===== src/rtl/uart_rx_if.sv =====
// Serial line plus received-byte output of the UART receiver.
// master drives the line and observes bytes; slave is the receiver itself.
interface uart_rx_if;
   logic       uart_data;
   logic       rx_vld;
   logic [7:0] rx_data;

   modport master (
      output uart_data,
      input  rx_vld,
      input  rx_data
   );

   modport slave (
      input  uart_data,
      output rx_vld,
      output rx_data
   );
endinterface


===== src/rtl/uart_rx.sv =====
// UART receiver: 8N1 framing, N clocks per bit, one mid-bit sample per bit.
// The byte is presented on rx_data together with a one-cycle rx_vld pulse.
module uart_rx #(
   parameter int unsigned N = 8
) (
   input logic      clk,
   input logic      rst_n,
   uart_rx_if.slave bus
);
   localparam int unsigned     CntW    = $clog2(N);
   localparam logic [CntW-1:0] MidCnt  = CntW'(N / 2 - 1);
   localparam logic [CntW-1:0] LastCnt = CntW'(N - 1);

   typedef enum logic [2:0] {
      StIdle,
      StStart,
      StData,
      StStop,
      StWaitIdle
   } state_e;

   state_e          state_q, state_d;
   logic            sync1_q, sync2_q, hist_q;
   logic [CntW-1:0] cnt_q, cnt_d;
   logic [3:0]      idx_q, idx_d;
   logic [7:0]      shift_q, shift_d;
   logic            rx_vld_q, rx_vld_d;
   logic [7:0]      rx_data_q, rx_data_d;
   logic            sample;
   logic [2:0]      data_pos;

   // Reset is active high despite the port name.
   always_ff @(posedge clk) begin
      if (rst_n) begin
         sync1_q   <= 1'b0;
         sync2_q   <= 1'b0;
         hist_q    <= 1'b0;
         state_q   <= StIdle;
         cnt_q     <= '0;
         idx_q     <= '0;
         shift_q   <= '0;
         rx_vld_q  <= 1'b0;
         rx_data_q <= 8'h00;
      end else begin
         sync1_q   <= bus.uart_data;
         sync2_q   <= sync1_q;
         hist_q    <= sync2_q;
         state_q   <= state_d;
         cnt_q     <= cnt_d;
         idx_q     <= idx_d;
         shift_q   <= shift_d;
         rx_vld_q  <= rx_vld_d;
         rx_data_q <= rx_data_d;
      end
   end

   assign sample   = (cnt_q == MidCnt);
   // Bit index 0 is the start bit, so data bit k lives at index k+1.
   assign data_pos = idx_q[2:0] - 3'd1;

   always_comb begin
      state_d   = state_q;
      cnt_d     = cnt_q;
      idx_d     = idx_q;
      shift_d   = shift_q;
      rx_vld_d  = 1'b0;
      rx_data_d = rx_data_q;

      if (state_q inside {StStart, StData, StStop}) begin
         if (cnt_q == LastCnt) begin
            cnt_d = '0;
            idx_d = idx_q + 4'd1;
         end else begin
            cnt_d = cnt_q + 1'b1;
         end
      end

      unique case (state_q)
         StIdle: begin
            if (hist_q && !sync2_q) begin
               state_d = StStart;
               cnt_d   = '0;
               idx_d   = '0;
            end
         end
         StStart: begin
            if (sample) state_d = sync2_q ? StIdle : StData;
         end
         StData: begin
            if (sample) begin
               shift_d[data_pos] = sync2_q;
               if (idx_q == 4'd8) state_d = StStop;
            end
         end
         StStop: begin
            if (sample) begin
               if (sync2_q) begin
                  rx_data_d = shift_q;
                  rx_vld_d  = 1'b1;
                  state_d   = StIdle;
               end else begin
                  state_d = StWaitIdle;
               end
            end
         end
         StWaitIdle: begin
            if (sync2_q) state_d = StIdle;
         end
         default: state_d = StIdle;
      endcase
   end

   assign bus.rx_vld  = rx_vld_q;
   assign bus.rx_data = rx_data_q;
endmodule


===== src/flat_wrapper.sv =====
// flat-port wrapper written by rule: the top's interface ports become plain ports
module uart_rx_flat 
#(
   parameter int unsigned N = 8
)
  (clk, rst_n, bus_uart_data, bus_rx_vld, bus_rx_data);
  uart_rx_if bus_i ();
  input logic clk;
  input logic rst_n;
  input wire logic [$bits(bus_i.uart_data)-1:0] bus_uart_data;
  output wire logic [$bits(bus_i.rx_vld)-1:0] bus_rx_vld;
  output wire logic [$bits(bus_i.rx_data)-1:0] bus_rx_data;
  assign bus_i.uart_data = bus_uart_data;
  assign bus_rx_vld = bus_i.rx_vld;
  assign bus_rx_data = bus_i.rx_data;
  uart_rx #(.N(N)) u_core (.clk(clk), .rst_n(rst_n), .bus(bus_i));
endmodule

===== config.mk =====
export PLATFORM = sky130hd
export DESIGN_NAME = uart_rx_flat
export DESIGN_NICKNAME = d
export VERILOG_FILES = /design/src/rtl/uart_rx_if.sv /design/src/rtl/uart_rx.sv /design/src/flat_wrapper.sv
export SDC_FILE = /design/constraint.sdc
export NUM_CORES = 1
export LEC_CHECK = 0
export CAP_MARGIN = 15
export CORE_ASPECT_RATIO = 0.9
export CORE_MARGIN = 2
export CORE_UTILIZATION = 60
export DETAILED_ROUTE_END_ITERATION = 8
export DONT_BUFFER_PORTS = 1
export PLACE_DENSITY = 0.8
export SYNTH_ARGS = -nofsm -noshare
export SYNTH_HDL_FRONTEND = slang
export SYNTH_SLANG_ARGS = --single-unit

===== constraint.sdc =====
create_clock -name clk -period 2.3 [get_ports clk]
set_clock_uncertainty 0.1 [all_clocks]
set_input_delay 0.23 -clock clk [delete_from_list [all_inputs] [get_ports clk]]
set_output_delay 0.23 -clock clk [all_outputs]
set_load 0.05 [all_outputs]

Word level (Yosys, flattened, before mapping). Cells that the tools add are included.

Add/subtract/negate cells: 3. Magnitude comparators: 2. Equal/unequal tests: 13. Multiplexer cells: 21. Bitwise gates (word level): 2. Reduce and logical (&&, ||, !) cells: 9.

Operator list (count): $mux 3 (11); $mux 4 (4); $pmux 3 s5 (1); $ne 2x1->1 const B (5); $eq 3x2->1 const B (3); $bwmux 8 (1); $eq 3x3->1 const B (2); $reduce_and 6->1 (1); $add 4x1->4 const B (1); $eq 4x4->1 const B (1); $lt 3x4->1 const B (1); $add 3x1->3 const B (1); $demux 1 s3 (1); $eq 3x1->1 const B (1); $ge 3x1->1 const B (1); $logic_not 3->1 (1); $reduce_and 3->1 (1); $reduce_bool 3->1 (1); $reduce_or 3->1 (1); $sub 3x1->3 const B (1); $logic_and 1x1->1 (2); $mux 1 (2); $mux 2 (1); $ne 2x2->1 const B (1); 3 further kinds (4).

Flip-flop bits (word level): 30. Input port bits: 3. Output and inout bits: 9. Logic and storage cells: 59.

Longest topological paths before layout. Gate-level depths: netlist (run 1).

Word-level depth: 6. Mapped depth: 7. Depth with buffers taken out: 6.

Worst setup path after synthesis (run 1). Ideal clock, no wire load.

Path kind: register -> register. Start point: reg u_core.idx_q[0]. End point: reg u_core.shift_q[3]. Library setup time: 128 ps. Arrival time: 1669 ps. Required time: 2072 ps. Slack: 403 ps. Stages on the path, launching flop included: 8. Buffers on the path: 2. Period minus slack after synthesis: 1897 ps. Cells stage by stage: dfxtp_1 > clkbuf_2 > inv_1 > ha_1 > clkbuf_1 > nor4b_4 > mux2i_1 > nor2_1.

Longest elaborated chain between the ends: 6. Elaborated cells on any way between the ends: 7. Classes of those cells: 1 x add/sub; 2 x order compare; 3 x mux; 1 x reduce/logical.

Ends and longest elaborated chain: start: declaration (RTL line uart_rx.sv:25) `logic [3:0] idx_q, idx_d;`; start signal: assignment (RTL line uart_rx.sv:50) `idx_q <= idx_d;`; $sub 3x1->3 * (RTL line uart_rx.sv:59) `assign data_pos = idx_q[2:0] - 3'd1;`; $lt 3x4->1 (not written as such) or $ge 3x1->1 (tied branches) (RTL line uart_rx.sv:91) `shift_d[data_pos] = sync2_q;`; $logic_and 1x1->1 (not written as such) (RTL line uart_rx.sv:91); $mux 1 (not written as such) (RTL line uart_rx.sv:91); $demux 1 s3 *; $bwmux 8 * (RTL line uart_rx.sv:91); end signal: assignment (RTL line uart_rx.sv:51) `shift_q <= shift_d;`; end: declaration (RTL line uart_rx.sv:26) `logic [7:0] shift_q, shift_d;`.

Every way passes the cells marked *; elsewhere a longest branch is shown, timed or not. A chain may end at the register's enable or synchronous reset.

Worst setup path in the final report (run 1).
Start point: reg u_core.idx_q[0]. End point: reg u_core.shift_q[4].

The elaborated chain is that of the path after synthesis.

==> results of run 1 <==
==> metal layers <==
layer / up-vias / GRT usage (%) / part of all wire, %
met4: 0 / 3.66 / 0
met5: - / 0 / 0
li1: 543 / - / -
met3: 0 / 7.73 / 4.5
met1: 512 / 25.6 / 48
met2: 19 / 32.3 / 47
==> cell families (layout without fill, tap and decap cells) <==
group	count (synthesis)	count (layout)	synth area share, %
AO/OA/AOI/OAI	25	25	10.3
XOR/XNOR	5	5	3.07
adder cells (fa/ha/maj)	7	7	6.13
buffers and inverters	14	12	4.82
flip-flops	30	30	42.1
multiplexers	8	8	5.61
AND/OR/NAND/NOR	69	69	28.0
==> stage by stage <==
step / instances / hold slack, ps / setup WS (ps) / instance area [µm²]
floorplan: 158 / 202 / 403 / 1430
global placement: 174 / 203 / 340 / 1400
detailed placement: 174 / 205 / 227 / 1400
CTS: 183 / 114 / 169 / 1470
global route: 183 / 143 / -13.5 / 1470
finish: 183 / 123 / 149 / 1470
==> power groups by stage <==
stage               logic [mW]  registers, mW  clock network (mW)
global route             0.135          0.587               0.315
CTS                      0.125          0.577               0.292
finish                   0.124          0.578               0.283
detailed placement       0.116          0.589                   0
floorplan                0.126          0.564                   0
global placement         0.110          0.587                   0
==> how the worst max path moves through the flow <==
stage / from / to / slack [ps] / cells past startpoint
final: u_core.idx_q[0] / u_core.shift_q[4] / 150 / 6
after floorplan: u_core.idx_q[0] / u_core.shift_q[3] / 400 / 7
after CTS: u_core.idx_q[0] / u_core.shift_q[4] / 170 / 6
after detailed placement: u_core.idx_q[0] / u_core.shift_q[4] / 230 / 6
after global placement: u_core.idx_q[0] / u_core.shift_q[7] / 340 / 5
after global routing: u_core.idx_q[0] / u_core.shift_q[4] / -10 / 6
==> flip-flops by register name (all words and copies together) (netlist names) <==
register            flops
u_core.shift_q          8
u_core.cnt_q            3
u_core.hist_q           1
u_core.state_q          3
u_core.bus.rx_data      8
u_core.sync2_q          1
u_core.sync1_q          1
u_core.bus.rx_vld       1
u_core.idx_q            4
==> Yosys cell counts (4+ instances only) <==
| library cell | number |
|---|---|
| a21oi_1 | 15 |
| dfxtp_1 | 30 |
| nor2_1 | 16 |
| nand3_1 | 11 |
| buf_2 | 6 |
| mux2i_1 | 8 |
| nor2b_1 | 5 |
| nand4_1 | 4 |
| nand2_1 | 15 |
| ha_1 | 7 |
==> cell type report <==
cell class,instances,area share (%)
clock buffer,5,2.55
clock inverter,2,0.680
inverter,3,0.765
multi-input combinational,114,51.5
sequential,30,40.8
tap,27,2.30
timing repair buffer,2,1.36
==> timing repair <==
item | in CTS | in global routing
endpoints found under the hold margin | 23 | 0
endpoints found under the setup margin | 0 | 2
hold buffers | 2 | 0
==> flow_summary.ini, run 1 <==
[outcome]
outcome = complete, no violations

[sta]
rsz0062_at_grt = yes
period_share_pct = 93.5
worstMarginPinSlew_ps = 839
fin_crit_ps = 2150
hold_violations = 0
clock.fmax_mhz = 465
slew_viol_final = 0
setup_viol = 0
final.setup.tns_ps = 0
slew_headroom_pct = 43.9

[worst_hold_path]
min_path_type = input port to flip-flop
whs_path_depth = 2
whs_endpoint = u_core.cnt_q[2]
hold_start = rst_n

[grt]
grt_max_degree = 25
grt_pass1_wl_um = 4330
grt-ovfl-total = 0
grt_pass1_vias = 951
track_usage_pct = 20.0
antenna_found_initial = 0

[drt]
drt-vias-per-instance = 5.87
num_vias = 1074
drt_iter0_markers = 44
drc = 0
routed_wl_um = 2600
wl_per_cell_um = 14.2
first_pass_iters = 4
drtAntennaViolNets = 0

[floorplan]
placement_rows = 16
die_x_um = 55.4
chipHeight_um = 50.3
design.core.area_um2 = 2220
initial_core_util_pct = 64.2
dieArea_um2 = 2790
pin_count = 12

[synthesis]
synth_top_area_share_pct = 42.1
async_reset_ff_share_pct = 0
netlist_area_um2 = 1430
syn-num-nets = 168
synthTopCellsByArea = dfxtp_1 (42%), ha_1 (6.1%), mux2i_1 (5.6%)
synth_cells = 158
yosysSeqAreaShare_pct = 42.1
synth_edf_count = 0
ys_warn_count = 0
yosysTopAreaCell = dfxtp_1
ys_types = 37
ys_ff_latch = 30
synth_ff_type = dfxtp_1
avgSynthCellArea_um2 = 9.04

[worst_setup_path]
crit_chain = inv_1, ha_1, xor2_1, nand4_1, mux2i_1, nor2_1
r2r_end = u_core.shift_q[4]
cpMaxStageDelayCell = dfxtp_1
end_kind = flip-flop
reg2reg_depth = 6
r2r_setup_slack_ps = 150
critical-path-max-stage-delay_ps = 580
startpoint_type = flip-flop
crit_path_max_fanout = 9
path_class = flip-flop to flip-flop
crit_required_ps = 2390
r2r-start = u_core.idx_q[0]
critical-path-top-delay-family = flip-flops
critPathBufInv = 1
crit_arrival_ps = 2240

[pwr]
power_density_nw_per_um2 = 669
power.internal_mw = 0.707
power.total_mw = 0.985
p_leak_nw = 0.557
seq_power_share_pct = 58.7
p_clk_share_pct = 28.7
ir_drop_mv = 0.528
sw_frac_of_total_pct = 28.2
p_comb_share_pct = 12.6
p_switching_mw = 0.278

[cells_and_area]
drive_gt1_share_pct = 8.33
antenna_cells = 0
final_core_util_pct = 66.2
layout.nets = 166
layout_common_cells = dfxtp_1 (30), nor2_1 (16), nand2_1 (15), a21oi_1 (15), nand3_1 (11)
area_growth_pct = 3.07
multiInputGateArea_um2 = 758
final_common_cell = dfxtp_1
regArea_um2 = 601
nFillCells = 185

[cts]
clock_sinks = 30
cts_max_level = 2
ctsResizeCount = 0
post_cts_buffers = 0
clock-root-buffer = clkbuf_4
cts_buffers = 5
cts_tree = done
clk_pin_slew_ps = 90
clockBufferDepth = 2
clk_latency_ps = 330

[flow_run]
maxCapViolCount = 0

[placed_design]
dp_hpwl_um = 1760
place_congestion = 0.816
numPortBuffers = 0
Note: power is estimated with default switching activity, not from simulation.
==> run 2, diff against run 1 <==
--- a/config.mk
+++ b/config.mk
@@ -9,6 +9,7 @@
 export CORE_ASPECT_RATIO = 0.9
 export CORE_MARGIN = 2
 export CORE_UTILIZATION = 60
+export CTS_CLUSTER_SIZE = 24
 export DETAILED_ROUTE_END_ITERATION = 8
 export DONT_BUFFER_PORTS = 1
 export PLACE_DENSITY = 0.8
==> results of run 2 <==
The final DEF is identical to that of run 1; final timing and power are the same.
==> RTL change 1 (config.mk and constraints of run 1) <==
Take the reset off `shift_q` and `rx_data_q` and load them in a clocked block of their own.
--- a/src/rtl/uart_rx.sv
+++ b/src/rtl/uart_rx.sv
@@ -38,9 +38,7 @@
          state_q   <= StIdle;
          cnt_q     <= '0;
          idx_q     <= '0;
-         shift_q   <= '0;
          rx_vld_q  <= 1'b0;
-         rx_data_q <= 8'h00;
       end else begin
          sync1_q   <= bus.uart_data;
          sync2_q   <= sync1_q;
@@ -48,10 +46,13 @@
          state_q   <= state_d;
          cnt_q     <= cnt_d;
          idx_q     <= idx_d;
-         shift_q   <= shift_d;
          rx_vld_q  <= rx_vld_d;
-         rx_data_q <= rx_data_d;
       end
+   end
+
+   always_ff @(posedge clk) begin
+      shift_q   <= shift_d;
+      rx_data_q <= rx_data_d;
    end
 
    assign sample   = (cnt_q == MidCnt);
Formal check against the unedited RTL: no difference found for any inputs over 10 cycles, from zero or initial values and one cycle with rst_n high; that may be too few to reach the edited logic, so the function may still have changed.
==> RTL change 1 against run 1 <==
Area after synthesis decreased by 8.9%; wire length decreased by 16%; synthesized cell count decreased by 27%; critical path depth decreased by 1; final area decreased by 5.7%; sequential cell count unchanged; worst setup slack improved by 0.34 ns; power increased by 3.4%; largest cell class is now sequential cells.
==> RTL change 1: results (changes against run 1) <==
metric,value,unit,change
cts_hold_buf,2,,unchanged
port-buffer-count,0,,unchanged
outcome,"finished, final reports clean",,unchanged
synth.distinct_cells,33,,was 37
post_cts_buffers,0,,unchanged
cp_max_fo,6,,was 9
ys_seq_area_frac,0.5852,,was 0.4207
drt_iter0_markers,9,,was 44
cts_root_buffer,clkbuf_4,,unchanged
leakage,0.4619,nW,was 0.5566 nW
slowest_delay,0.55,ns,was 0.58 ns
vdd_ir_drop_max,0.0005381,V,was 0.0005277 V
clkTransAtPathRegs,0.08,ns,
num_antenna_cells,0,,unchanged
drive_gt1_frac,0.1148,,was 0.08333
clock_latency,0.32,ns,
htree_levels,2,,unchanged
dp_slack,0.5554,ns,was 0.2267 ns
ys_top_cells_by_count,"edfxtp_1, dfxtp_1, nor2_1",,"was dfxtp_1, nor2_1, a21oi_1, nand2_1, nand3_1"
drt-pass1-iter-count,4,,unchanged
num_vias,839,,"was 1,074"
nets,131,,was 166
hold_class,input pin to flip-flop,,unchanged
numCtsBuffers,5,,unchanged
wire_per_inst,14.87,um,was 14.20 um
grt_max_degree,16,,was 25
tightestPinTransition,0.5105,ns,was 0.8386 ns
critical-path-top-delay-family,simple AND/OR/NAND/NOR gates,,was flip-flops
antenna_found_initial,0,,unchanged
grt_pass1_vias,800,,was 951
clockBufferDepth,2,,unchanged
cp_data_arrival_time,1.97,ns,was 2.24 ns
async_reset_ff_frac,0,,unchanged
track_usage,0.1975,,was 0.1997
dp.final_hpwl,1.534,mm,was 1.758 mm
synth_area_leaders,"edfxtp_1, dfxtp_1, ha_1, nor2_1, a21oi_1",,"was dfxtp_1, ha_1, mux2i_1, a21oi_1, nor2_1"
synth-main-ff-cell,edfxtp_1,,was dfxtp_1
gp_congestion,0.8374,,was 0.8156
crit_path_top_delay_cell,or4_4,,was dfxtp_1
grt_first_pass_wirelength,3.312,mm,was 4.326 mm
synth-edff-count,16,,was 0
yosysWarningCount,0,,unchanged
cts_resized,0,,unchanged
==> RTL change 1: logic make-up after synthesis <==
| kind of cell | synth area share |
|---|---|
| AOI/OAI and AO/OA | 0.1107 |
| buffers and inverters | 0.03658 |
| adders and majority gates | 0.06737 |
| and+or+nand+nor | 0.1723 |
| DFF | 0.5852 |
| xor gates and xnor gates | 0.02022 |
| muxes | 0.007700 |
==> RTL change 1: final timing paths <==
path                           from                    end  slack, ns  cells after the start
hold / removal                rst_n      u_core.state_q[1]       0.01                      2
setup / recovery    u_core.cnt_q[0]        u_core.idx_q[3]       0.49                      5
setup reg to reg    u_core.cnt_q[0]        u_core.idx_q[3]       0.49                      5
hold reg to reg   u_core.shift_q[3]  u_core.bus.rx_data[3]       0.33                      0
==> RTL change 1: cell type report <==
cell class,instances,area [sq um]
timing repair buffer,3,27.53
sequential,30,760.7
multi-input combinational,74,491.7
clock inverter,2,8.758
clock buffer,6,41.29
tap,25,31.28
fill,160,601.8
inverter,7,26.28
==> RTL change 1: metal layers <==
metal / GRT usage / up-vias / share of wire
li1: - / 419 / -
met4: 0.1436 / 0 / 0.029
met5: 0 / - / 0
met2: 0.3825 / 23 / 0.52
met3: 0.05521 / 8 / 0.031
met1: 0.1824 / 389 / 0.42
==> RTL change 1: where the power goes <==
| group | switching [mW] | internal [mW] |
|---|---|---|
| clock | 0.165 | 0.114 |
| combinational | 0.0681 | 0.0598 |
| sequential | 0.0350 | 0.576 |
| total | 0.268 | 0.750 |
==> RTL change 1: worst register-to-register path: stages, from the launching register on <==
cell and delay [ns]:
dfxtp_1 0.37, ha_1 0.26, ha_1 0.22, inv_1 0.12, or4_4 0.55, a21oi_2 0.13
==> RTL change 1: per-stage QoR <==
step	power [mW]	hold slack [ns]	instances	instance area, sq um
after floorplan	0.7289	0.2582	115	1300
after global placement	0.7344	0.1987	137	1318
after detailed placement	0.7450	0.1999	137	1318
after CTS	1.030	0.007079	147	1388
after global routing	1.066	0.02320	147	1388
final	1.019	0.01373	147	1388
==> RTL change 2 (flow settings as in run 1) <==
Made on the original files. `N` is set to 8 in 2 places; all go to 16.
--- a/src/rtl/uart_rx.sv
+++ b/src/rtl/uart_rx.sv
@@ -1,7 +1,7 @@
 // UART receiver: 8N1 framing, N clocks per bit, one mid-bit sample per bit.
 // The byte is presented on rx_data together with a one-cycle rx_vld pulse.
 module uart_rx #(
-   parameter int unsigned N = 8
+   parameter int unsigned N = 16
 ) (
    input logic      clk,
    input logic      rst_n,
--- a/src/flat_wrapper.sv
+++ b/src/flat_wrapper.sv
@@ -1,7 +1,7 @@
 // flat-port wrapper written by rule: the top's interface ports become plain ports
 module uart_rx_flat 
 #(
-   parameter int unsigned N = 8
+   parameter int unsigned N = 16
 )
   (clk, rst_n, bus_uart_data, bus_rx_vld, bus_rx_data);
   uart_rx_if bus_i ();
Check against the original RTL: no difference found for any inputs over 10 cycles, from zero or initial values and one cycle with rst_n high; that may be too few to reach the edited logic, so the function may still have changed.
==> RTL change 2 against run 1 <==
Worst setup slack improved by 0.26 ns; worst hold slack got worse by 0.11 ns; final area rose by 1.5%; first-iteration DRC count rose by 6.8%; area after synthesis fell by 1.1%; wire length fell by 1.1%; fmax rose by 14%; critical path type unchanged; sequential cell count rose by 1; via count rose by 3.1%.
Power is not compared: it rests on default switching activity, and its combinational part moved more than twofold at a synthesized area within 25%.
==> RTL change 2: results (changes against run 1) <==
metric,value,unit,change
outcome,"finished, final reports clean",,unchanged
grt_first_pass_wirelength,4.236,mm,was 4.326 mm
grt_use_met2,0.3254,,was 0.3234
tightestPinTransition,0.5217,ns,was 0.8386 ns
synth_area_per_cell,9.610,sq um,was 9.036 sq um
syn_nets,153,,was 168
avgViaCountPerCell,6.254,,was 5.869
grt_pass1_vias,1012,,was 951
cp_max_fo,8,,was 9
track_usage,0.2173,,was 0.1997
ys_top_cells_by_count,"dfxtp_1, nand2_1, mux2i_1, nand4_1, nand3_1",,"was dfxtp_1, nor2_1, a21oi_1, nand2_1, nand3_1"
dp_cells,167,,was 174
dp_slack,0.4463,ns,was 0.2267 ns
grt_max_degree,19,,was 25
wl,2.569,mm,was 2.598 mm
gp_congestion,0.7328,,was 0.8156
drive_gt1_frac,0.08667,,was 0.08333
ys_seq_area_frac,0.4393,,was 0.4207
dp.final_hpwl,1.857,mm,was 1.758 mm
synth_area_leaders,"dfxtp_1, mux2i_1, nand2_1, nand4_1, ha_1",,"was dfxtp_1, ha_1, mux2i_1, a21oi_1, nor2_1"
synth.distinct_cells,40,,was 37
period_share,0.8215,,was 0.9353
num_vias,1107,,"was 1,074"
slowest_delay,0.45,ns,was 0.58 ns
global_route.usage.met1,0.2623,,was 0.2565
==> RTL change 2: logic make-up (layout without fill, tap and decap cells) <==
family                     Yosys count  after routing  share of synthesized area
AOI/OAI and AO/OA                   21             21                     0.1160
xor gates and xnor gates             3              3                    0.01860
adders and majority gates            3              3                    0.02658
buffers and inverters               13             16                    0.04782
DFF                                 31             31                     0.4393
muxes                               17             17                     0.1205
and+or+nand+nor                     59             59                     0.2312
==> RTL change 2: worst paths after layout <==
kind | start | end | slack [ns] | depth (start not counted)
min reg2reg | u_core.sync1_q | u_core.sync2_q | 0.35 | 1
max | u_core.idx_q[0] | u_core.shift_q[0] | 0.41 | 5
max reg2reg | u_core.idx_q[0] | u_core.shift_q[0] | 0.41 | 5
min | rst_n | u_core.state_q[0] | 0.01 | 2
==> RTL change 2: critical path, delay by kind of cell (launching register included) <==
kind          cells  cell delay [ns]
flops             1             0.45
buf+inv           1             0.15
mux               1             0.15
simple gates      2             0.57
fa+ha+maj         1             0.34
==> RTL change 2: cell type report <==
cell class	instances	share of cell area
multi-input combinational	103	0.4849
sequential	31	0.4154
clock buffer	8	0.04606
tap	27	0.02261
timing repair buffer	3	0.01843
inverter	5	0.01256
==> RTL change 2: per-layer routing <==
metal,vias to the layer above,part of all wire
met5,-,0
met4,0,0.021
met3,7,0.047
met2,25,0.47
met1,533,0.46
li1,542,-
==> RTL change 2: stage by stage <==
stage	hold slack, ns	total power [mW]	utilization
2_1_floorplan	0.2016	0.5781	-
3_3_place_gp	0.2037	0.5812	0.6381
3_5_place_dp	0.2052	0.5819	0.6381
4_1_cts	0.0001927	0.9361	0.6784
5_1_grt	0.01130	0.9611	0.6784
6_report	0.01442	0.9237	0.6784
==> RTL change 2: where the power goes <==
group / leakage (nW) / total, mW / internal, mW / switching, mW
sequential: 0.250 / 0.544 / 0.540 / 0.00468
clock: 0.0386 / 0.351 / 0.180 / 0.171
combinational: 0.282 / 0.0281 / 0.0110 / 0.0171
